<file path="src/rtl/apb_spi_slave.sv">
// -----------------------------------------------------------------------------
// apb_spi_slave
//
// APB3-programmable SPI target. SCLK, CS_n and MOSI are oversampled in the
// pclk domain. Received words land in an RX register; MISO is driven from a
// TX holding register. All four CPOL/CPHA modes, MSB/LSB-first ordering and
// word widths of 1..32 bits are supported. Several words may be exchanged
// back-to-back within one CS_n assertion.
//
// Register map (paddr[7:2]):
//   0x00 CTRL   [0]en [1]cpol [2]cpha [3]msb_first [12:8]dw_m1 (width-1)
//   0x04 TX     write loads tx_hold and sets tx_full; read returns tx_hold
//   0x08 RX     read returns rx_reg and clears rx_valid
//   0x0C STS    [0]busy [1]rx_valid [2]tx_full [3]rx_overrun [4]tx_underrun
//               (bits 3/4 sticky, write-1-to-clear)
//   0x10 IRQ_EN [0]rx_valid [1]overrun [2]underrun
//
// Ports:
//   pclk, presetn             APB clock, async active-low reset
//   psel/penable/pwrite       APB3 control
//   paddr[7:0], pwdata[31:0]  APB address / write data
//   prdata[31:0]              APB read data (combinational mux)
//   pready, pslverr           zero-wait ready, error on unmapped address
//   spi_sclk/spi_cs_n/spi_mosi  SPI bus from the external master (async)
//   spi_miso, spi_miso_oe     serial data out and pad output enable
//   irq                       level interrupt, OR of enabled status bits
// -----------------------------------------------------------------------------
module apb_spi_slave #(
  parameter int unsigned DATA_WIDTH_DEFAULT = 8,
  parameter bit          MSB_FIRST_DEFAULT  = 1'b1
) (
  input  logic        pclk,
  input  logic        presetn,
  input  logic        psel,
  input  logic        penable,
  input  logic        pwrite,
  input  logic [7:0]  paddr,
  input  logic [31:0] pwdata,
  output logic [31:0] prdata,
  output logic        pready,
  output logic        pslverr,
  input  logic        spi_sclk,
  input  logic        spi_cs_n,
  input  logic        spi_mosi,
  output logic        spi_miso,
  output logic        spi_miso_oe,
  output logic        irq
);

  typedef enum logic [1:0] {
    ST_IDLE  = 2'd0,
    ST_LOAD  = 2'd1,
    ST_SHIFT = 2'd2
  } state_t;

  localparam logic [5:0] A_CTRL = 6'd0;
  localparam logic [5:0] A_TX   = 6'd1;
  localparam logic [5:0] A_RX   = 6'd2;
  localparam logic [5:0] A_STS  = 6'd3;
  localparam logic [5:0] A_IE   = 6'd4;

  localparam logic [4:0] DW_M1_RST = 5'(DATA_WIDTH_DEFAULT - 1);

  // ---------------------------------------------------------------------------
  // APB decode
  // ---------------------------------------------------------------------------
  logic [5:0] addr_idx;
  logic       apb_wr, apb_rd;
  logic       ctrl_wr, tx_wr, sts_wr, ie_wr, rx_rd;
  logic       unused_addr_bits;

  assign addr_idx = paddr[7:2];
  assign apb_wr   = psel & penable & pwrite;
  assign apb_rd   = psel & penable & ~pwrite;
  assign ctrl_wr  = apb_wr && (addr_idx == A_CTRL);
  assign tx_wr    = apb_wr && (addr_idx == A_TX);
  assign sts_wr   = apb_wr && (addr_idx == A_STS);
  assign ie_wr    = apb_wr && (addr_idx == A_IE);
  assign rx_rd    = apb_rd && (addr_idx == A_RX);

  // Byte offset bits are don't-care for a word-aligned map.
  assign unused_addr_bits = ^paddr[1:0];

  assign pready  = psel;
  assign pslverr = psel & penable & (addr_idx > A_IE);

  // ---------------------------------------------------------------------------
  // Register state
  // ---------------------------------------------------------------------------
  logic        ctrl_en, ctrl_cpol, ctrl_cpha, ctrl_msb;
  logic [4:0]  ctrl_dw_m1;
  logic [31:0] tx_hold, rx_reg;
  logic        tx_full, rx_valid, rx_overrun, tx_underrun;
  logic [2:0]  irq_en;

  // ---------------------------------------------------------------------------
  // Input conditioning: 2-flop synchronizers, then a registered edge detector
  // so the edge pulses are one clean pclk wide.
  // ---------------------------------------------------------------------------
  logic sclk_meta, sclk_sync, sclk_prev;
  logic cs_meta, cs_sync, cs_prev;
  logic mosi_meta, mosi_sync;
  logic lead_edge, trail_edge, cs_fall;

  // NOTE: every clocked block uses non-blocking assignments so all flops
  // sample the pre-edge values; blocking here would collapse the synchronizer.
  always_ff @(posedge pclk or negedge presetn) begin
    if (!presetn) begin
      sclk_meta  <= 1'b0;
      sclk_sync  <= 1'b0;
      sclk_prev  <= 1'b0;
      cs_meta    <= 1'b1;
      cs_sync    <= 1'b1;
      cs_prev    <= 1'b1;
      mosi_meta  <= 1'b0;
      mosi_sync  <= 1'b0;
      lead_edge  <= 1'b0;
      trail_edge <= 1'b0;
      cs_fall    <= 1'b0;
    end else begin
      sclk_meta  <= spi_sclk;
      sclk_sync  <= sclk_meta;
      sclk_prev  <= sclk_sync;
      cs_meta    <= spi_cs_n;
      cs_sync    <= cs_meta;
      cs_prev    <= cs_sync;
      mosi_meta  <= spi_mosi;
      mosi_sync  <= mosi_meta;
      // Leading edge moves SCLK away from its idle level (cpol).
      lead_edge  <= (sclk_sync != sclk_prev) && (sclk_sync != ctrl_cpol);
      trail_edge <= (sclk_sync != sclk_prev) && (sclk_sync == ctrl_cpol);
      cs_fall    <= cs_prev & ~cs_sync;
    end
  end

  // ---------------------------------------------------------------------------
  // Shift datapath control signals
  // ---------------------------------------------------------------------------
  state_t      state, state_nxt;
  logic [31:0] tx_shift, rx_shift;
  logic [5:0]  bit_cnt;
  logic        miso_bit;
  logic        first_chg;    // next change edge re-drives instead of advancing
  logic        frame_first;  // next LOAD opens a new CS_n frame

  logic        sample_edge, change_edge, abort, last_bit, word_done, load;
  logic [31:0] load_val, tx_adv, rx_next;
  logic        load_bit, adv_bit, hold_bit;

  assign sample_edge = ctrl_cpha ? trail_edge : lead_edge;
  assign change_edge = ctrl_cpha ? lead_edge  : trail_edge;
  assign abort       = cs_sync | ~ctrl_en;
  assign last_bit    = (bit_cnt == {1'b0, ctrl_dw_m1});
  assign word_done   = (state == ST_SHIFT) && !abort && sample_edge && last_bit;
  assign load        = (state == ST_LOAD);

  // A TX write coinciding with LOAD bypasses straight into the shifter.
  assign load_val = tx_wr ? pwdata : (tx_full ? tx_hold : 32'd0);
  assign load_bit = ctrl_msb ? load_val[ctrl_dw_m1] : load_val[0];

  assign tx_adv   = ctrl_msb ? (tx_shift << 1) : (tx_shift >> 1);
  assign adv_bit  = ctrl_msb ? tx_adv[ctrl_dw_m1] : tx_adv[0];
  assign hold_bit = ctrl_msb ? tx_shift[ctrl_dw_m1] : tx_shift[0];

  // MSB-first shifts in at bit 0; LSB-first inserts at the top of the word so
  // the finished value is right-justified either way (shifter cleared at LOAD).
  assign rx_next = ctrl_msb ? {rx_shift[30:0], mosi_sync}
                            : ((rx_shift >> 1) | (32'(mosi_sync) << ctrl_dw_m1));

  // ---------------------------------------------------------------------------
  // FSM: state register
  // ---------------------------------------------------------------------------
  always_ff @(posedge pclk or negedge presetn) begin
    if (!presetn) state <= ST_IDLE;
    else          state <= state_nxt;
  end

  // FSM: next state
  // NOTE: combinational blocks assign a default first so no path leaves a
  // variable unassigned, which would otherwise infer a latch.
  always_comb begin
    state_nxt = state;
    unique case (state)
      ST_IDLE:  if (cs_fall && ctrl_en) state_nxt = ST_LOAD;
      ST_LOAD:  state_nxt = ST_SHIFT;
      ST_SHIFT: begin
        if (abort)          state_nxt = ST_IDLE;
        else if (word_done) state_nxt = ST_LOAD;
      end
      default:  state_nxt = ST_IDLE;
    endcase
  end

  // FSM: outputs
  always_comb begin
    spi_miso_oe = 1'b0;
    spi_miso    = 1'b0;
    if (state != ST_IDLE) begin
      spi_miso_oe = 1'b1;
      spi_miso    = miso_bit;
    end
  end

  // ---------------------------------------------------------------------------
  // Shift datapath
  // ---------------------------------------------------------------------------
  always_ff @(posedge pclk or negedge presetn) begin
    if (!presetn) begin
      tx_shift    <= '0;
      rx_shift    <= '0;
      bit_cnt     <= '0;
      miso_bit    <= 1'b0;
      first_chg   <= 1'b0;
      frame_first <= 1'b1;
    end else begin
      unique case (state)
        ST_IDLE: begin
          bit_cnt     <= '0;
          miso_bit    <= 1'b0;
          first_chg   <= 1'b0;
          frame_first <= 1'b1;
        end
        ST_LOAD: begin
          tx_shift    <= load_val;
          rx_shift    <= '0;
          bit_cnt     <= '0;
          frame_first <= 1'b0;
          // With cpha=1 the first change edge presents bit 0. With cpha=0 a
          // follow-on word already has bit 0 on the line, so the trailing edge
          // of the previous word's last bit must not advance it.
          first_chg   <= ctrl_cpha | ~frame_first;
          if (!ctrl_cpha) miso_bit <= load_bit;
        end
        ST_SHIFT: begin
          if (sample_edge) begin
            rx_shift <= rx_next;
            bit_cnt  <= bit_cnt + 6'd1;
          end
          if (change_edge) begin
            if (first_chg) begin
              first_chg <= 1'b0;
              miso_bit  <= hold_bit;
            end else begin
              tx_shift  <= tx_adv;
              miso_bit  <= adv_bit;
            end
          end
        end
        default: ;
      endcase
    end
  end

  // ---------------------------------------------------------------------------
  // Register file. Where a hardware set event coincides with a software
  // clear, the set wins.
  // ---------------------------------------------------------------------------
  always_ff @(posedge pclk or negedge presetn) begin
    if (!presetn) begin
      ctrl_en     <= 1'b0;
      ctrl_cpol   <= 1'b0;
      ctrl_cpha   <= 1'b0;
      ctrl_msb    <= MSB_FIRST_DEFAULT;
      ctrl_dw_m1  <= DW_M1_RST;
      tx_hold     <= '0;
      tx_full     <= 1'b0;
      rx_reg      <= '0;
      rx_valid    <= 1'b0;
      rx_overrun  <= 1'b0;
      tx_underrun <= 1'b0;
      irq_en      <= '0;
    end else begin
      if (ctrl_wr) begin
        ctrl_en    <= pwdata[0];
        ctrl_cpol  <= pwdata[1];
        ctrl_cpha  <= pwdata[2];
        ctrl_msb   <= pwdata[3];
        ctrl_dw_m1 <= pwdata[12:8];
      end

      if (tx_wr) tx_hold <= pwdata;

      // LOAD always empties the holding register; a same-cycle write went
      // straight into the shifter and so leaves it empty too.
      if (load)       tx_full <= 1'b0;
      else if (tx_wr) tx_full <= 1'b1;

      if (load && !tx_full && !tx_wr)  tx_underrun <= 1'b1;
      else if (sts_wr && pwdata[4])    tx_underrun <= 1'b0;

      if (word_done) rx_reg <= rx_next;

      // A read in the completion cycle returns the old word and counts as
      // having consumed it, so it does not flag an overrun.
      if (word_done && rx_valid && !rx_rd) rx_overrun <= 1'b1;
      else if (sts_wr && pwdata[3])        rx_overrun <= 1'b0;

      if (word_done)  rx_valid <= 1'b1;
      else if (rx_rd) rx_valid <= 1'b0;

      if (ie_wr) irq_en <= pwdata[2:0];
    end
  end

  assign irq = (rx_valid & irq_en[0]) | (rx_overrun & irq_en[1]) |
               (tx_underrun & irq_en[2]);

  // ---------------------------------------------------------------------------
  // Read mux
  // ---------------------------------------------------------------------------
  always_comb begin
    prdata = '0;
    unique case (addr_idx)
      A_CTRL: prdata = {19'd0, ctrl_dw_m1, 4'd0, ctrl_msb, ctrl_cpha,
                        ctrl_cpol, ctrl_en};
      A_TX:   prdata = tx_hold;
      A_RX:   prdata = rx_reg;
      A_STS:  prdata = {27'd0, tx_underrun, rx_overrun, tx_full, rx_valid,
                        (state != ST_IDLE)};
      A_IE:   prdata = {29'd0, irq_en};
      default: prdata = '0;
    endcase
  end

endmodule

</file>
<file path="config.mk">
export PLATFORM = sky130hd
export DESIGN_NAME = apb_spi_slave
export DESIGN_NICKNAME = d
export VERILOG_FILES = /design/src/rtl/apb_spi_slave.sv
export SDC_FILE = /design/constraint.sdc
export NUM_CORES = 1
export LEC_CHECK = 0
export CORE_ASPECT_RATIO = 0.9
export CORE_UTILIZATION = 48
export CTS_CLUSTER_SIZE = 30
export DETAILED_ROUTE_END_ITERATION = 10
export GPL_ROUTABILITY_DRIVEN = 0
export PLACE_DENSITY = 0.79
export SLEW_MARGIN = 20
export SYNTH_ARGS = -nofsm -noshare
export SYNTH_HDL_FRONTEND = slang
export SYNTH_SLANG_ARGS = --single-unit
</file>
<file path="constraint.sdc">
create_clock -name pclk -period 2.7 [get_ports pclk]
set_clock_uncertainty 0.15 [all_clocks]
set_input_delay 0.54 -clock pclk [delete_from_list [all_inputs] [get_ports pclk]]
set_output_delay 0.54 -clock pclk [all_outputs]
set_load 0.1 [all_outputs]
</file>
## Word level (Yosys, flattened, before mapping)

Index checks and enable logic that the tools add are counted.

| storage, ports and cells | value |
|---|---|
| output and inout port bits | 37 |
| logic and storage cells | 150 |
| bits in registers | 166 |

| cells by class | value |
|---|---|
| reductions and logical operators | 39 |
| muxes and demuxes | 44 |
| shifts and indexed selects | 1 |
| magnitude comparators | 2 |
| equal/unequal tests | 16 |
| $add $sub $neg | 1 |
| bitwise gates (word level) | 17 |

Operators by type and width:

| kind | count |
|---|---|
| 32-bit 2-to-1 mux | 7 |
| 32-bit one-hot mux with 5 select lines | 1 |
| 32-bit one-hot mux with 2 select lines | 2 |
| 31-bit by 32-bit bitwise OR with 32-bit output | 1 |
| 1-bit by 5-bit << shifter with 32-bit output | 1 |
| 1-bit 2-to-1 mux | 22 |
| 1-bit logical AND | 17 |
| 2-bit nonzero test | 8 |
| 1-bit binary-select mux with 5-bit select | 3 |
| 6-bit by 2-bit equality test with 1-bit output, second input constant | 2 |
| 6-bit one-hot mux with 2 select lines | 1 |
| 2-bit inequality test, second input constant | 5 |
| 1-bit AND | 8 |
| 2-bit AND reduction | 4 |
| 6-bit by 1-bit adder with 6-bit output, second input constant | 1 |
| 6-bit by 1-bit equality test with 1-bit output, second input constant | 1 |
| 6-bit by 3-bit equality test with 1-bit output, second input constant | 1 |
| 6-bit by 5-bit equality test with 1-bit output | 1 |
| 6-bit by 3-bit greater-than comparator with 1-bit output, second input constant | 1 |
| 6-bit zero test | 1 |
| 5-bit by 6-bit < comparator with 1-bit output, second input constant | 1 |
| 2-bit 2-to-1 mux | 3 |
| 6-bit 2-to-1 mux | 1 |
| 1-bit one-hot mux with 3 select lines | 2 |
| other kinds (14) | 25 |

## Depth between registers and ports, before layout

Gate-level depths: netlist of the first run.

| depth | value |
|---|---|
| depth in word-level cells | 9 |
| mapped depth | 11 |
| gate-level depth less buffers | 8 |

## Worst setup path after synthesis of the first run

No wires, ideal clock.

| timing path | value |
|---|---|
| path kind | flip-flop to output port |
| start | reg state[0] |
| end | out prdata[0] |
| cell stages (with the launch flop) | 7 |
| data arrival time | 3769 ps |
| slack | -1759 ps |
| data required time | 2010 ps |
| cell sequence | dfrtp_1 -> inv_1 -> ha_1 -> inv_1 -> mux2_2 -> a22oi_1 -> o21ai_0 |

| between the ends | value |
|---|---|
| cells in the longest elaborated chain, start to end | 2 |

RTL lines:

| what | line | RTL |
|---|---|---|
| start: declaration | 139 | `state_t state, state_nxt;` |
| start signal: assignment | 175 | `else state <= state_nxt;` |
| 2-bit nonzero test | 319 | `(state != ST_IDLE)};` |
| 32-bit one-hot mux with 5 select lines | 313 | `unique case (addr_idx)` |
| end: declaration | 39 | `output logic [31:0] prdata,` |

Every way passes these cells.

## Worst setup path in the final report of the first run

| timing path | value |
|---|---|
| start | in paddr[5] |
| end | out prdata[26] |

| between the ends | value |
|---|---|
| cells in the longest elaborated chain, start to end | 2 |

RTL lines:

| what | line | RTL |
|---|---|---|
| start: declaration | 37 | `input logic [7:0] paddr,` |
| 6-bit by 3-bit equality test with 1-bit output (tied with other cells) | 313 |  |
| 32-bit one-hot mux with 5 select lines (*) | 313 |  |

Every way passes the cells marked *; elsewhere a longest branch is shown, timed or not.

==> flow_summary.toml, run 1 <==
[run_status]
outcome = "finished with violations"
violations = "negative setup slack"

[synthesis]
synth_nets = 1062
ys_ff_latch = 166
yosys_warnings = 0
async_flop_share = 1.000
syn-cell-area_um2 = 9402
synthDistinctLibCells = 60
synth_edf_count = 0
synth.avg_cell_area_um2 = 9.318
synthCells = 1009
ys_seq_area_frac = 0.4429
synth-main-ff-cell = "dfrtp_1"

[global_routing]
grt_pass1_vias = 8923
grt_pass1_wl_um = 49740
grt_overflow = 0
track_usage = 0.3230
grt_max_degree = 66
antenna_found_initial = 0

[worst_setup_path]
worst-path-max-fanout = 5
cpPeakStageDelay_ns = 0.22
end_kind = "output port"
required_ns = 2.01
criticalPathCategory = "in2out"
cp_common_cell = "buf_12"
startpoint = "paddr[5]"
crit_slowest_cell = "nor3_4"
regToRegStartpoint = "ctrl_dw_m1[0]"
crit_family = "buffers and inverters"
path_cells = "buf_6 > nor3_4 > buf_6 > nand2b_4 > nor3b_4 > buf_6 > buf_12 > buf_12 > buf_12 > a22o_4 > buf_12"
worstSetupStartpointType = "primary input"
critical_path_buf_inv_count = 7
arrival_ns = 2.05

[cts]
tritoncts = "done"
clock_latency_ns = 0.43
numCtsBuffers = 17
cts-root-buf = "clkbuf_16"
path_clk_slew_ns = 0.06
cts_max_level = 4
cts_max_path_buffers = 2
cts_sinks = 166

[floorplan]
ioPinCount = 85
rows = 48
start_util = 0.4907
die_y_um = 134.8
die_x_um = 149.5
core_area_um2 = 19160
fp.dieArea_um2 = 20150

[detailed_routing]
ant_nets = 0
drtIter0Drc = 1111
drt-total-wl_um = 31010
dr_total_vias = 9082
drc = 0
first_pass_iters = 6
post_drt_via_cell_ratio = 6.496
wire_per_inst_um = 22.18

[timing]
finalWorstSetupSlack_ns = -0.03518
fin_crit_ns = 2.735
tightest_slew_ns = 0.6238
slew_headroom = 0.5832
timing_hold_violations_final = 0
slew_violations = 0
setup_viol = 11
final.setup.tns_ns = -0.2678
fmax_mhz = 365.6
rsz0062_at_grt = "true"
min_period_over_period = 1.013

[pwr]
peakVddDrop_uv = 464.1
power_leakage_uw = 0.005524
p_total_uw = 7938
power_density_nw_per_um2 = 630.8

[place]
post-dp-hpwl_um = 20470
place.port_buffers = 82

[cells_and_area]
mostFrequentLayoutCell = "nand2_1"
fin_nets = 1189
areaGrowthSynthToFinish_pct = 33.86
layout_common_cells = "nand2_1, dfrtp_1, o21ai_0"
drive_gt1_frac = 0.2561
num_antenna_cells = 0

[min_path]
min-delay-start = "cs_meta"
hold_path_class = "reg2reg"

[job]
cap_viol_max_count = 0
## path summary, 6_finish.rpt
kind / endpoint / slack, ns / depth (start not counted)
max: prdata[26] / -0.04 / 11
min: cs_sync / 0.21 / 0
max reg2reg: miso_bit / 0.13 / 8
min reg2reg: cs_sync / 0.21 / 0
max in group asynchronous: tx_shift[12] / 1.12 / 3
min in group asynchronous: cs_fall / 0.50 / 2
## worst reg2reg max path: stages, from the launching register on
cell,delay (ns)
dfstp_2,0.60
buf_12,0.20
mux2i_1,0.33
mux2i_1,0.14
and4_1,0.23
nor4_1,0.22
nand4_1,0.13
a41oi_1,0.29
o211ai_1,0.14
## synth_stat cells (all sizes together), types with 3 or more instances
library cell	number	share of area
a211oi	15	0.012
nand2	189	0.075
and3	4	0.0037
nor4	3	0.0020
a221o	3	0.0032
o22ai	3	0.0020
nand3	11	0.0059
mux4	18	0.043
xor2	8	0.0075
clkbuf	55	0.022
a31oi	7	0.0047
nor3b	5	0.0052
nor2b	9	0.0060
o21ai	104	0.055
dfstp	8	0.022
buf	26	0.015
nor3	7	0.0043
a21o	15	0.012
o2111ai	3	0.0028
nand4	5	0.0033
a22oi	12	0.0096
nand2b	8	0.0053
inv	14	0.0056
dfrtp	158	0.42
a21oi	55	0.029
a22o	26	0.024
a221oi	34	0.032
and2	3	0.0020
mux2	38	0.046
a311o	13	0.014
o211ai	3	0.0024
mux2i	41	0.044
nor2	78	0.031
ha	5	0.0067
## final cells by class
type | count | area, um2
clock buffer | 22 | 474.2
clock inverter | 9 | 92.59
fill | 1323 | 6574
inverter | 16 | 63.81
multi-input combinational | 746 | 5210
sequential | 166 | 4172
tap | 250 | 312.8
timing repair buffer | 189 | 2260
## repair_timing
item | 4_1_cts | 5_1_grt
setup buffers | 18 | 3
hold buffers | 1 | 0
hold endpoints to repair | 44 | 0
gates resized for setup | 40 | 10
setup endpoints to repair | 33 | 29
cloned | 4 | 0
pin swaps | 4 | 6
## logic make-up after synthesis
group | Yosys count | share of synthesized area
buffers and inverters | 97 | 0.04339
muxes | 97 | 0.1327
DFF | 166 | 0.4429
AOI/OAI and AO/OA | 309 | 0.2185
xor gates and xnor gates | 9 | 0.008385
and+or+nand+nor | 326 | 0.1475
adders and majority gates | 5 | 0.006654
## through the flow
stage	util	worst slack [ns]	hold slack (ns)	area (um2)	cells
6_report	0.6569	-0.03518	0.2078	12580	1398
3_5_place_dp	0.6065	-0.4672	0.1933	11620	1342
3_3_place_gp	0.6065	-0.4153	0.1834	11620	1342
2_1_floorplan	-	-0.1217	0.09441	9731	1009
5_1_grt	0.6569	-0.06852	0.2102	12580	1398
4_1_cts	0.6552	0.001732	0.2089	12550	1396
## metal layers
metal,routed length [um],global-route usage,up-vias
met5,0,0,-
met3,3116,0.07230,106
met2,14510,0.5008,565
met4,1094,0.1332,0
met1,12290,0.4376,4480
li1,-,-,3931
## where the power goes
| part | internal (uW) | switching (uW) | leakage, uW |
|---|---|---|---|
| Sequential | 2760 | 363 | 0.00223 |
| Clock | 1350 | 1040 | 0.000270 |
| Combinational | 1000 | 1420 | 0.00303 |
| Total | 5110 | 2830 | 0.00552 |
No activity file was read; power rests on OpenSTA's default activity.
==> run 2: changes to the inputs <==
SKIP_CTS_REPAIR_TIMING = 1   (was not set)
==> flow_summary.toml, run 2 (synthesis gave the netlist of run 1 again) <==
[timing]
timing_hold_violations_final = 0
min_period_over_period = 1.041
finalWorstSetupSlack_ns = -0.1110
setup_viol = 25
slew_headroom = 0.5978
fin_crit_ns = 2.811
rsz0062_at_grt = "true"
slew_violations = 0
fmax_mhz = 355.8
tightest_slew_ns = 0.6021

[worst_setup_path]
end_kind = "output port"
crit_end = "prdata[26]"
regToRegStartpoint = "ctrl_dw_m1[0]"
worstSetupStartpointType = "primary input"
reg2reg_slack_ns = 0.11
worst-r2r-cell-count = 8
arrival_ns = 2.12
worst-path-max-fanout = 5
criticalPathCategory = "in2out"
required_ns = 2.01
reg2reg_to = "miso_bit"
startpoint = "paddr[6]"

[floorplan]
die_x_um = 149.5
core_area_um2 = 19160
rows = 48
fp.dieArea_um2 = 20150
die_y_um = 134.8
ioPinCount = 85
start_util = 0.4907

[cells_and_area]
areaGrowthSynthToFinish_pct = 33.50
drive_gt1_frac = 0.2496
multiInputGateArea_um2 = 5220
num_antenna_cells = 0
final_area_um2 = 12550
utilization = 0.6551
ff_latch_area_um2 = 4172
n_fill_cell = 1353
mostFrequentLayoutCell = "nand2_1"
fin_nets = 1183
layout_common_cells = "nand2_1, dfrtp_1, o21ai_0"

[cts]
tritoncts = "done"
cts_max_level = 4
cts_sinks = 166
cts_max_path_buffers = 2
numCtsBuffers = 17
cts-root-buf = "clkbuf_16"
clock_latency_ns = 0.43
path_clk_slew_ns = 0.06

[detailed_routing]
drtIter0Drc = 1043
first_pass_iters = 8
ant_nets = 0
post_drt_via_cell_ratio = 6.436
drt-total-wl_um = 30650
drc = 0
wire_per_inst_um = 22.02
dr_total_vias = 8959

[pwr]
peakVddDrop_uv = 463.6
power_density_nw_per_um2 = 631.9
power_leakage_uw = 0.005537
p_total_uw = 7931

[global_routing]
grt_pass1_vias = 8564
grt_overflow = 0
grt_max_degree = 66
antenna_found_initial = 0
grt_pass1_wl_um = 47310
track_usage = 0.3061

[run_status]
violations = "negative setup slack"
outcome = "finished with violations"

[job]
cap_viol_max_count = 0

[place]
place.port_buffers = 82
place_area_um2 = 11620
post-dp-hpwl_um = 20470
pre_cts_ws_ns = -0.4672

[min_path]
hold_path_class = "reg2reg"
-- run 2: cell types whose count changed in the layout (fill, tap and decap cells not counted), sizes merged --
cell / delta
buf: -11
clkbuf: +4
dlymetal6s2s: +4
clkdlybuf4s15: -1
clkdlybuf4s50: -1
dlygate4sd2: -1
-- run 2: how the worst min path moves through the flow --
| stage | start | to | depth (start not counted) |
|---|---|---|---|
| floorplan | presetn | bit_cnt[0] | 0 |
| global placement | mosi_meta | mosi_sync | 0 |
| detailed placement | sclk_meta | sclk_sync | 0 |
| CTS | presetn | first_chg | 1 |
| global route | cs_meta | cs_sync | 0 |
| finish | cs_meta | cs_sync | 0 |
-- run 2: report_power, final --
part / switching (uW) / internal (uW) / total [uW]
logic: 1420 / 999 / 2410
registers: 363 / 2760 / 3130
clock network: 1040 / 1350 / 2390
-- run 2: critical path, stage by stage --
cell,delay (ns)
buf_6,0.09
nor3_4,0.23
buf_6,0.14
nand2b_4,0.06
nor3b_4,0.41
clkbuf_16,0.25
buf_12,0.12
a22o_4,0.12
buf_12,0.16
-- run 2: stage by stage --
| stage | hold slack, ns | std cells | setup TNS, ns |
|---|---|---|---|
| floorplan | 0.09441 | 1009 | -0.2465 |
| global placement | 0.1834 | 1342 | -10.20 |
| detailed placement | 0.1933 | 1342 | -12.67 |
| CTS | -0.06358 | 1373 | -9.208 |
| global route | 0.2072 | 1392 | -2.743 |
| finish | 0.2052 | 1392 | -1.890 |
-- run 2: routing by layer --
layer / vias to the layer above / GRT usage / part of all wire
met2: 543 / 0.4792 / 0.47
met1: 4411 / 0.4211 / 0.40
met5: - / 0 / 0
li1: 3914 / - / -
met4: 0 / 0.1117 / 0.034
met3: 91 / 0.06149 / 0.098
-- run 2: layout make-up --
type,instances,share of cell area
Multi-Input combinational cell,746,0.4159
Sequential cell,166,0.3324
Timing Repair Buffer,183,0.1766
Clock buffer,22,0.03778
Tap cell,250,0.02492
Clock inverter,9,0.007377
Inverter,16,0.005084
